### config.mk
export PLATFORM = sky130hd
export DESIGN_NAME = sat_load_ctrl
export DESIGN_NICKNAME = d
export VERILOG_FILES = /design/src/rtl/sat_load_ctrl_pkg.sv /design/src/rtl/sat_load_ctrl_watchdog.sv /design/src/rtl/sat_load_ctrl.sv
export SDC_FILE = /design/constraint.sdc
export NUM_CORES = 1
export LEC_CHECK = 0
export ABC_AREA = 1
export CORE_UTILIZATION = 47
export DETAILED_ROUTE_END_ITERATION = 8
export PLACE_DENSITY = 0.82
export SLEW_MARGIN = 30
export SYNTH_ARGS = -nofsm -noshare
export SYNTH_HDL_FRONTEND = slang
export SYNTH_SLANG_ARGS = --single-unit
### constraint.sdc
create_clock -name clock -period 3.02 [get_ports clock]
set_input_delay 0.302 -clock clock [delete_from_list [all_inputs] [get_ports clock]]
set_output_delay 0.302 -clock clock [all_outputs]
set_load 0.02 [all_outputs]
### src/rtl/sat_load_ctrl_pkg.sv
// Shared types and sizing for the SAT load/solve controller slice.
// No logic and no latency of its own.
// Backpressure: not applicable.
package common;

    localparam int number_literal = 5;
    localparam int number_clause  = 10;

    // One clause occupies two words: positive-literal mask, then negative-literal mask.
    typedef logic [number_literal-1:0] clause_word_t;
    typedef clause_word_t [2*number_clause-1:0] formula_t;

    typedef enum logic [2:0] {
        ST_IDLE,
        ST_LOAD,
        ST_PAD,
        ST_WAIT_RS,
        ST_SOLVE_GO,
        ST_SOLVE_WAIT,
        ST_DONE
    } ctrl_state_t;

endpackage

### src/rtl/sat_load_ctrl_watchdog.sv
// Solve watchdog: counts SOLVE_WAIT cycles and flags expiry after TIMEOUT_CYC of them.
// Latency: expired is combinational on the TIMEOUT_CYC-th enabled cycle after clr.
// Backpressure: none; the counter freezes at the limit until cleared.
// Ports: clock, reset (async active-low), clr (restart count), en (count this cycle),
//        expired (limit reached this cycle).
// Only compiled when SAT_LOAD_CTRL_TIMEOUT_EN is defined.
`ifdef SAT_LOAD_CTRL_TIMEOUT_EN
module sat_watchdog #(
    parameter int TIMEOUT_CYC = 4096
) (
    input  logic clock,
    input  logic reset,
    input  logic clr,
    input  logic en,
    output logic expired
);

    localparam int TW = $clog2(TIMEOUT_CYC + 1);

    logic [TW-1:0] cnt;

    // cnt holds the number of enabled cycles already elapsed, so the current
    // cycle is the last allowed one when cnt == TIMEOUT_CYC-1.
    assign expired = en && (cnt == TW'(TIMEOUT_CYC - 1));

    always_ff @(posedge clock or negedge reset) begin
        if (!reset) begin
            cnt <= '0;
        end else if (clr) begin
            cnt <= '0;
        end else if (en && !expired) begin
            cnt <= cnt + TW'(1);
        end
    end

endmodule
`endif

### src/rtl/sat_load_ctrl.sv
// Sequencer for one SAT solve: stream clause words into read_store, zero-pad, run the solver, latch result.
// Latency: host words pass to rs_load/rs_lit combinationally; solve_start one cycle after rs_ended seen; done one cycle after solve_done.
// Backpressure: in_ready drops once WORDS words are taken or outside LOAD; host must hold in_valid/in_data until accepted.
// Ports: clock/reset (async active-low); start; host in_valid/in_ready/in_data/in_last;
//        read_store rs_load/rs_lit/rs_ended; solver solve_start/solve_done/solve_sat/solve_model;
//        status busy/done/sat/model/err_odd/timeout.
// Optional watchdog enabled by defining SAT_LOAD_CTRL_TIMEOUT_EN; otherwise timeout stays 0.
module sat_load_ctrl
    import common::*;
#(
    parameter int NUM_LIT     = number_literal,
    parameter int NUM_CLAUSE  = number_clause,
    parameter int TIMEOUT_CYC = 4096
) (
    input  logic               clock,
    input  logic               reset,
    input  logic               start,
    input  logic               in_valid,
    output logic               in_ready,
    input  logic [NUM_LIT-1:0] in_data,
    input  logic               in_last,
    output logic               rs_load,
    output logic [NUM_LIT-1:0] rs_lit,
    input  logic               rs_ended,
    output logic               solve_start,
    input  logic               solve_done,
    input  logic               solve_sat,
    input  logic [NUM_LIT-1:0] solve_model,
    output logic               busy,
    output logic               done,
    output logic               sat,
    output logic [NUM_LIT-1:0] model,
    output logic               err_odd,
    output logic               timeout
);

    localparam int WORDS = 2 * NUM_CLAUSE;
    localparam int CW    = $clog2(WORDS + 1);
    localparam logic [CW-1:0] LAST_IDX = CW'(WORDS - 1);

    ctrl_state_t   state;
    logic [CW-1:0] word_cnt;
    logic          xfer;
    logic          wd_expired;

    // Host words go straight through to read_store in the accepting cycle;
    // PAD strobes zero words with no host involvement.
    always_comb begin
        in_ready = (state == ST_LOAD) && (word_cnt < CW'(WORDS));
        xfer     = in_valid && in_ready;
        rs_load  = xfer || (state == ST_PAD);
        rs_lit   = xfer ? in_data : '0;
    end

`ifdef SAT_LOAD_CTRL_TIMEOUT_EN
    sat_watchdog #(
        .TIMEOUT_CYC (TIMEOUT_CYC)
    ) u_watchdog (
        .clock   (clock),
        .reset   (reset),
        .clr     (state == ST_SOLVE_GO),
        .en      (state == ST_SOLVE_WAIT),
        .expired (wd_expired)
    );
`else
    assign wd_expired = 1'b0;
`endif

    always_ff @(posedge clock or negedge reset) begin
        if (!reset) begin
            state       <= ST_IDLE;
            word_cnt    <= '0;
            solve_start <= 1'b0;
            busy        <= 1'b0;
            done        <= 1'b0;
            sat         <= 1'b0;
            model       <= '0;
            err_odd     <= 1'b0;
            timeout     <= 1'b0;
        end else begin
            solve_start <= 1'b0;
            case (state)
                ST_IDLE, ST_DONE: begin
                    if (start) begin
                        state    <= ST_LOAD;
                        word_cnt <= '0;
                        busy     <= 1'b1;
                        done     <= 1'b0;
                        sat      <= 1'b0;
                        model    <= '0;
                        err_odd  <= 1'b0;
                        timeout  <= 1'b0;
                    end
                end
                ST_LOAD: begin
                    if (xfer) begin
                        word_cnt <= word_cnt + 1'b1;
                        if (word_cnt == LAST_IDX) begin
                            // Capacity reached, with or without in_last.
                            state <= ST_WAIT_RS;
                        end else if (in_last) begin
                            state   <= ST_PAD;
                            // word_cnt+1 is odd exactly when word_cnt is even:
                            // the stream stopped after a pos-mask word.
                            err_odd <= ~word_cnt[0];
                        end
                    end
                end
                ST_PAD: begin
                    word_cnt <= word_cnt + 1'b1;
                    if (word_cnt == LAST_IDX) begin
                        state <= ST_WAIT_RS;
                    end
                end
                ST_WAIT_RS: begin
                    if (rs_ended) begin
                        state       <= ST_SOLVE_GO;
                        solve_start <= 1'b1;
                    end
                end
                ST_SOLVE_GO: begin
                    // A solve_done seen alongside the start pulse is stale.
                    state <= ST_SOLVE_WAIT;
                end
                ST_SOLVE_WAIT: begin
                    if (solve_done) begin
                        state <= ST_DONE;
                        sat   <= solve_sat;
                        model <= solve_model;
                        busy  <= 1'b0;
                        done  <= 1'b1;
                    end else if (wd_expired) begin
                        state   <= ST_DONE;
                        sat     <= 1'b0;
                        model   <= '0;
                        timeout <= 1'b1;
                        busy    <= 1'b0;
                        done    <= 1'b1;
                    end
                end
                default: state <= ST_IDLE;
            endcase
        end
    end

endmodule

-- Word level (Yosys, flattened, before mapping)
Index checks and enable logic that the tools add are counted.
- add/subtract/negate cells: 1
- magnitude comparators: 1
- equality and inequality tests: 15
- muxes and demuxes: 28
- bitwise gates (word level): 1
- reductions and logical operators: 12
- operators with widths (kind ; count):
    3-bit 2-to-1 mux ; 7
    5-bit 2-to-1 mux ; 4
    3-bit case mux with 6 select lines ; 1
    5-bit case mux with 3 select lines ; 1
    2-bit != test, second input constant ; 6
    1-bit 2-to-1 mux ; 10
    5-bit case mux with 2 select lines ; 1
    3-bit equality test, second input constant ; 3
    1-bit case mux with 2 select lines ; 4
    3-bit by 2-bit equality test with 1-bit output, second input constant ; 2
    3-bit AND reduction ; 2
    6-bit AND reduction ; 1
    5-bit by 1-bit adder with 5-bit output, second input constant ; 1
    5-bit equality test, second input constant ; 1
    5-bit less-than comparator, second input constant ; 1
    5-bit AND reduction ; 1
    2-bit nonzero test ; 2
    3-bit by 1-bit equality test with 1-bit output, second input constant ; 1
    3-bit logical NOT ; 1
    3-bit by 2-bit != test with 1-bit output, second input constant ; 1
    3-bit nonzero test ; 1
    1-bit logical AND ; 2
    2-bit by 1-bit != test with 1-bit output, second input constant ; 1
    2-bit OR reduction ; 1
    2 further kinds ; 2
- register bits: 18
- bits of input ports: 18
- output and inout bits: 18
- word-level logic and storage cells: 66

-- Longest topological paths before layout
- word-level depth: 5
- depth in mapped cells: 10
- depth with buffers taken out: 9

-- Worst setup path after synthesis
Ideal clock, no wire load.
- kind: register to output
- start: register state[1]
- end: output port rs_lit[0]
- arrival time: 1.373 ns
- data required time: 2.718 ns
- setup slack: 1.345 ns
- stages on the path, launching flop included: 6
- path buffers: 0
- path through: dfrtp_1 -> nor2_1 -> nand2_2 -> nor2_4 -> nand2_2 -> nor2_1
- longest elaborated chain between the ends: 4
- ends and longest elaborated chain (what ; line ; source):
    from (decl) ; sat_load_ctrl.sv:41 ; ctrl_state_t state;
    from (signal assigned) ; sat_load_ctrl.sv:71 ; state <= ST_IDLE;
    from (signal assigned) ; sat_load_ctrl.sv:85 ; state <= ST_LOAD;
    from (signal assigned) ; sat_load_ctrl.sv:100 ; state <= ST_WAIT_RS;
    3-bit by 1-bit equality test with 1-bit output ; sat_load_ctrl.sv:49 ; in_ready = (state == ST_LOAD) && (word_cnt < CW'(WORDS));
    1-bit logical AND ; sat_load_ctrl.sv:49 ;
    net in_ready ; sat_load_ctrl.sv:19 ; output logic in_ready,
    1-bit logical AND ; sat_load_ctrl.sv:50 ; xfer = in_valid && in_ready;
    5-bit 2-to-1 mux ; sat_load_ctrl.sv:52 ; rs_lit = xfer ? in_data : '0;
    to (decl) ; sat_load_ctrl.sv:23 ; output logic [NUM_LIT-1:0] rs_lit,
The timed path passes the listed nets, and every way through them passes these cells.

-- Worst setup path after layout
- start: register state[1]
- end: output port rs_lit[0]
- longest elaborated chain between the ends: 4
- ends and longest elaborated chain (what ; line):
    3-bit by 1-bit equality test with 1-bit output ; sat_load_ctrl.sv:49
    1-bit logical AND ; sat_load_ctrl.sv:49
    1-bit logical AND ; sat_load_ctrl.sv:50
    5-bit 2-to-1 mux ; sat_load_ctrl.sv:52
Every way passes these cells.

==> reports/qor.csv <==
metric;value;unit
r2r_cells;7;
tns;0;ns
setup_viol;0;
yosysWarnings;0;
period_minus_slack;2.47;ns
synthXorXnorAreaFrac;0.0157;
holdBufCountCts;0;
cts_made_buffers;3;
pwr_density_cell;801;nW/µm²
syn-num-nets;175;
antenna_found_initial;0;
start_util;0.503;
cp.required;2.72;ns
first_pass_iters;4;
grt_pass1_vias;1033;
dieArea;2570;µm²
synthesis.area;1110;µm²
postSynthCellCount;155;
cts_tree;built;
grt_usage;0.237;
critPathSlowestCell;clkdlybuf4s50_1;
start_kind;flip-flop;
routed_via_density;4.83;
synth_top_family_by_area;simple AND/OR/NAND/NOR gates;
synth-simple-area-share;0.418;
slowest_delay;0.61;ns
cp_top_family;simple AND/OR/NAND/NOR gates;
ios;36;
yosysSeqAreaShare;0.404;
status;finished clean;
cp_max_fo;7;
path_clk_slew;0.11;ns
hpwl;2010;µm
irDropWorstVdd;480;µV
final_common_cell;nand2_1;
nFillCells;206;
htreeDepth;1;
synthTopCellsByArea;dfrtp_1 40%, nand2_1 19%, inv_1 6.4%;
clock_sinks;18;
die-width;50.7;µm
gp_congestion;0.860;
clock_latency;0.30;ns
ys_ff_latch;18;
holdWs;0.467;ns
worstPathCellList;nor2_1 > nand2_2 > nor2_4 > nand2_2 > nor2_1 > clkdlybuf4s50_1;
max-slew-margin-rel;0.438;
routed_wl;2550;µm
final_nets;212;
cap_violations;0;
r2r_slack;1.51;ns
synth_compound_area_frac;0.0449;
fp.coreArea;2210;µm²
wl_per_cell;11.6;µm
cts_root_buffer;clkbuf_4;
skew;0.00971;ns
worstMarginPinSlew;0.841;ns
worstSetupPathType;reg2out;
drc;0;
yosysTopAreaCell;dfrtp_1;
io_buffers;34;
ys_types;22;
synth_fa_ha_area_frac;0.0225;
area_delta_synth_final;35.6;%
synth_top_area_share;0.404;
n_antenna_cell;0;
grt_max_degree;19;
gr-total-overflow;0;
max_freq;0.405;GHz
postCtsSetupBuffers;0;
grt_pass1_wl;4430;µm
mostFrequentLayoutCells;57 x nand2_1, 34 x clkdlybuf4s50_1, 19 x inv_1;
cts_buffer_depth;2;
ant_nets;0;
worst_ep_arrival_time;2.16;ns
via_count;1058;
hold_viol_final;0;
drive_above_1_share;0.120;
hp-class;in2async;
drtIter0Drc;14;
cts_resized;0;
cp_num_buf_inv;1;
synth_mux_area_frac;0;
slew_viol_final;0;
syn_avg_cell_area;7.18;µm²
rr_startpoint;state[0];
die_h;50.7;µm
p_leak;0.822;nW
endpoint_kind;output pin;
period_share;0.817;
rsz0062_at_grt;no;
finalPower;0.00121;W
rows;17;
r2r_end;state[0];
routing by layer:
| metal | routed length (µm) | vias up | GRT usage |
|---|---|---|---|
| met5 | 0 | - | 0 |
| met4 | 70 | 0 | 0.144 |
| met1 | 1180 | 486 | 0.293 |
| met2 | 1240 | 17 | 0.387 |
| li1 | - | 546 | - |
| met3 | 58 | 9 | 0.0364 |
registers in the layout (all words and copies together) (netlist names):
name and count:
busy 1, err_odd 1, word_cnt 5, model 5, state 3, solve_start 1
done 1, sat 1
synthesized netlist by cell type:
library cell,count
inv_2,4
nand3_1,14
a21o_2,1
nand2_1,57
nor2_4,1
o21ai_0,2
dfrtp_1,18
a21oi_2,2
nand4_4,1
inv_1,19
a21oi_1,1
nor2_1,16
xor2_1,2
nand2_2,5
o21ai_2,1
nor3_4,1
conb_1,1
nor2_2,1
nand4_1,2
nand2_4,2
buf_4,2
ha_1,2
kinds of logic (layout without fill, tap and decap cells):
family / Yosys count / count (layout)
AO/OA/AOI/OAI: 7 / 7
XOR/XNOR: 2 / 2
adder cells (fa/ha/maj): 2 / 2
buffers and inverters: 25 / 61
flip-flops: 18 / 18
other: 1 / 1
AND/OR/NAND/NOR: 100 / 100
stage by stage:
step                      worst slack, ns   util  area (µm²)  instances
after floorplan                      1.34      -        1110        155
after global placement              0.983  0.666        1470        215
after detailed placement            0.905  0.666        1470        215
after CTS                           0.547  0.683        1510        219
after global routing                0.422  0.683        1510        219
final                               0.554  0.683        1510        219
worst register-to-register path, cell delays in order (launching register included):
cell,delay [ns]
dfrtp_1,0.51
inv_1,0.17
nand3_1,0.20
nand2_1,0.10
a21oi_2,0.21
nand2_2,0.10
nand2_1,0.07
nand2_1,0.06
cell type report:
cell class                      count  area, µm²  share of cell area
Inverter                           23       86.3              0.0572
Timing Repair Buffer               34        340               0.225
Tap cell                           28       35.0              0.0232
Sequential cell                    18        450               0.298
Clock buffer                        4       36.3              0.0240
Multi-Input combinational cell    112        562               0.372
power breakdown:
group	total [W]	leakage (nW)	switching, W	internal, W
logic	0.000689	0.562	0.000422	0.000267
registers	0.000367	0.239	0.0000669	0.000300
clock network	0.000154	0.0210	0.0000802	0.0000736
total	0.00121	0.822	0.000569	0.000640
worst max-delay path by stage:
stage | from | to | slack, ns | cells after the start
after floorplan | state[1] | rs_lit[0] | 1.34 | 5
after global placement | state[1] | rs_lit[4] | 0.98 | 6
after global routing | state[1] | rs_lit[0] | 0.42 | 6
final | state[1] | rs_lit[0] | 0.55 | 6
after CTS | state[1] | rs_lit[4] | 0.55 | 6
after detailed placement | state[1] | rs_lit[4] | 0.90 | 6
No activity file was read; power rests on OpenSTA's default activity.
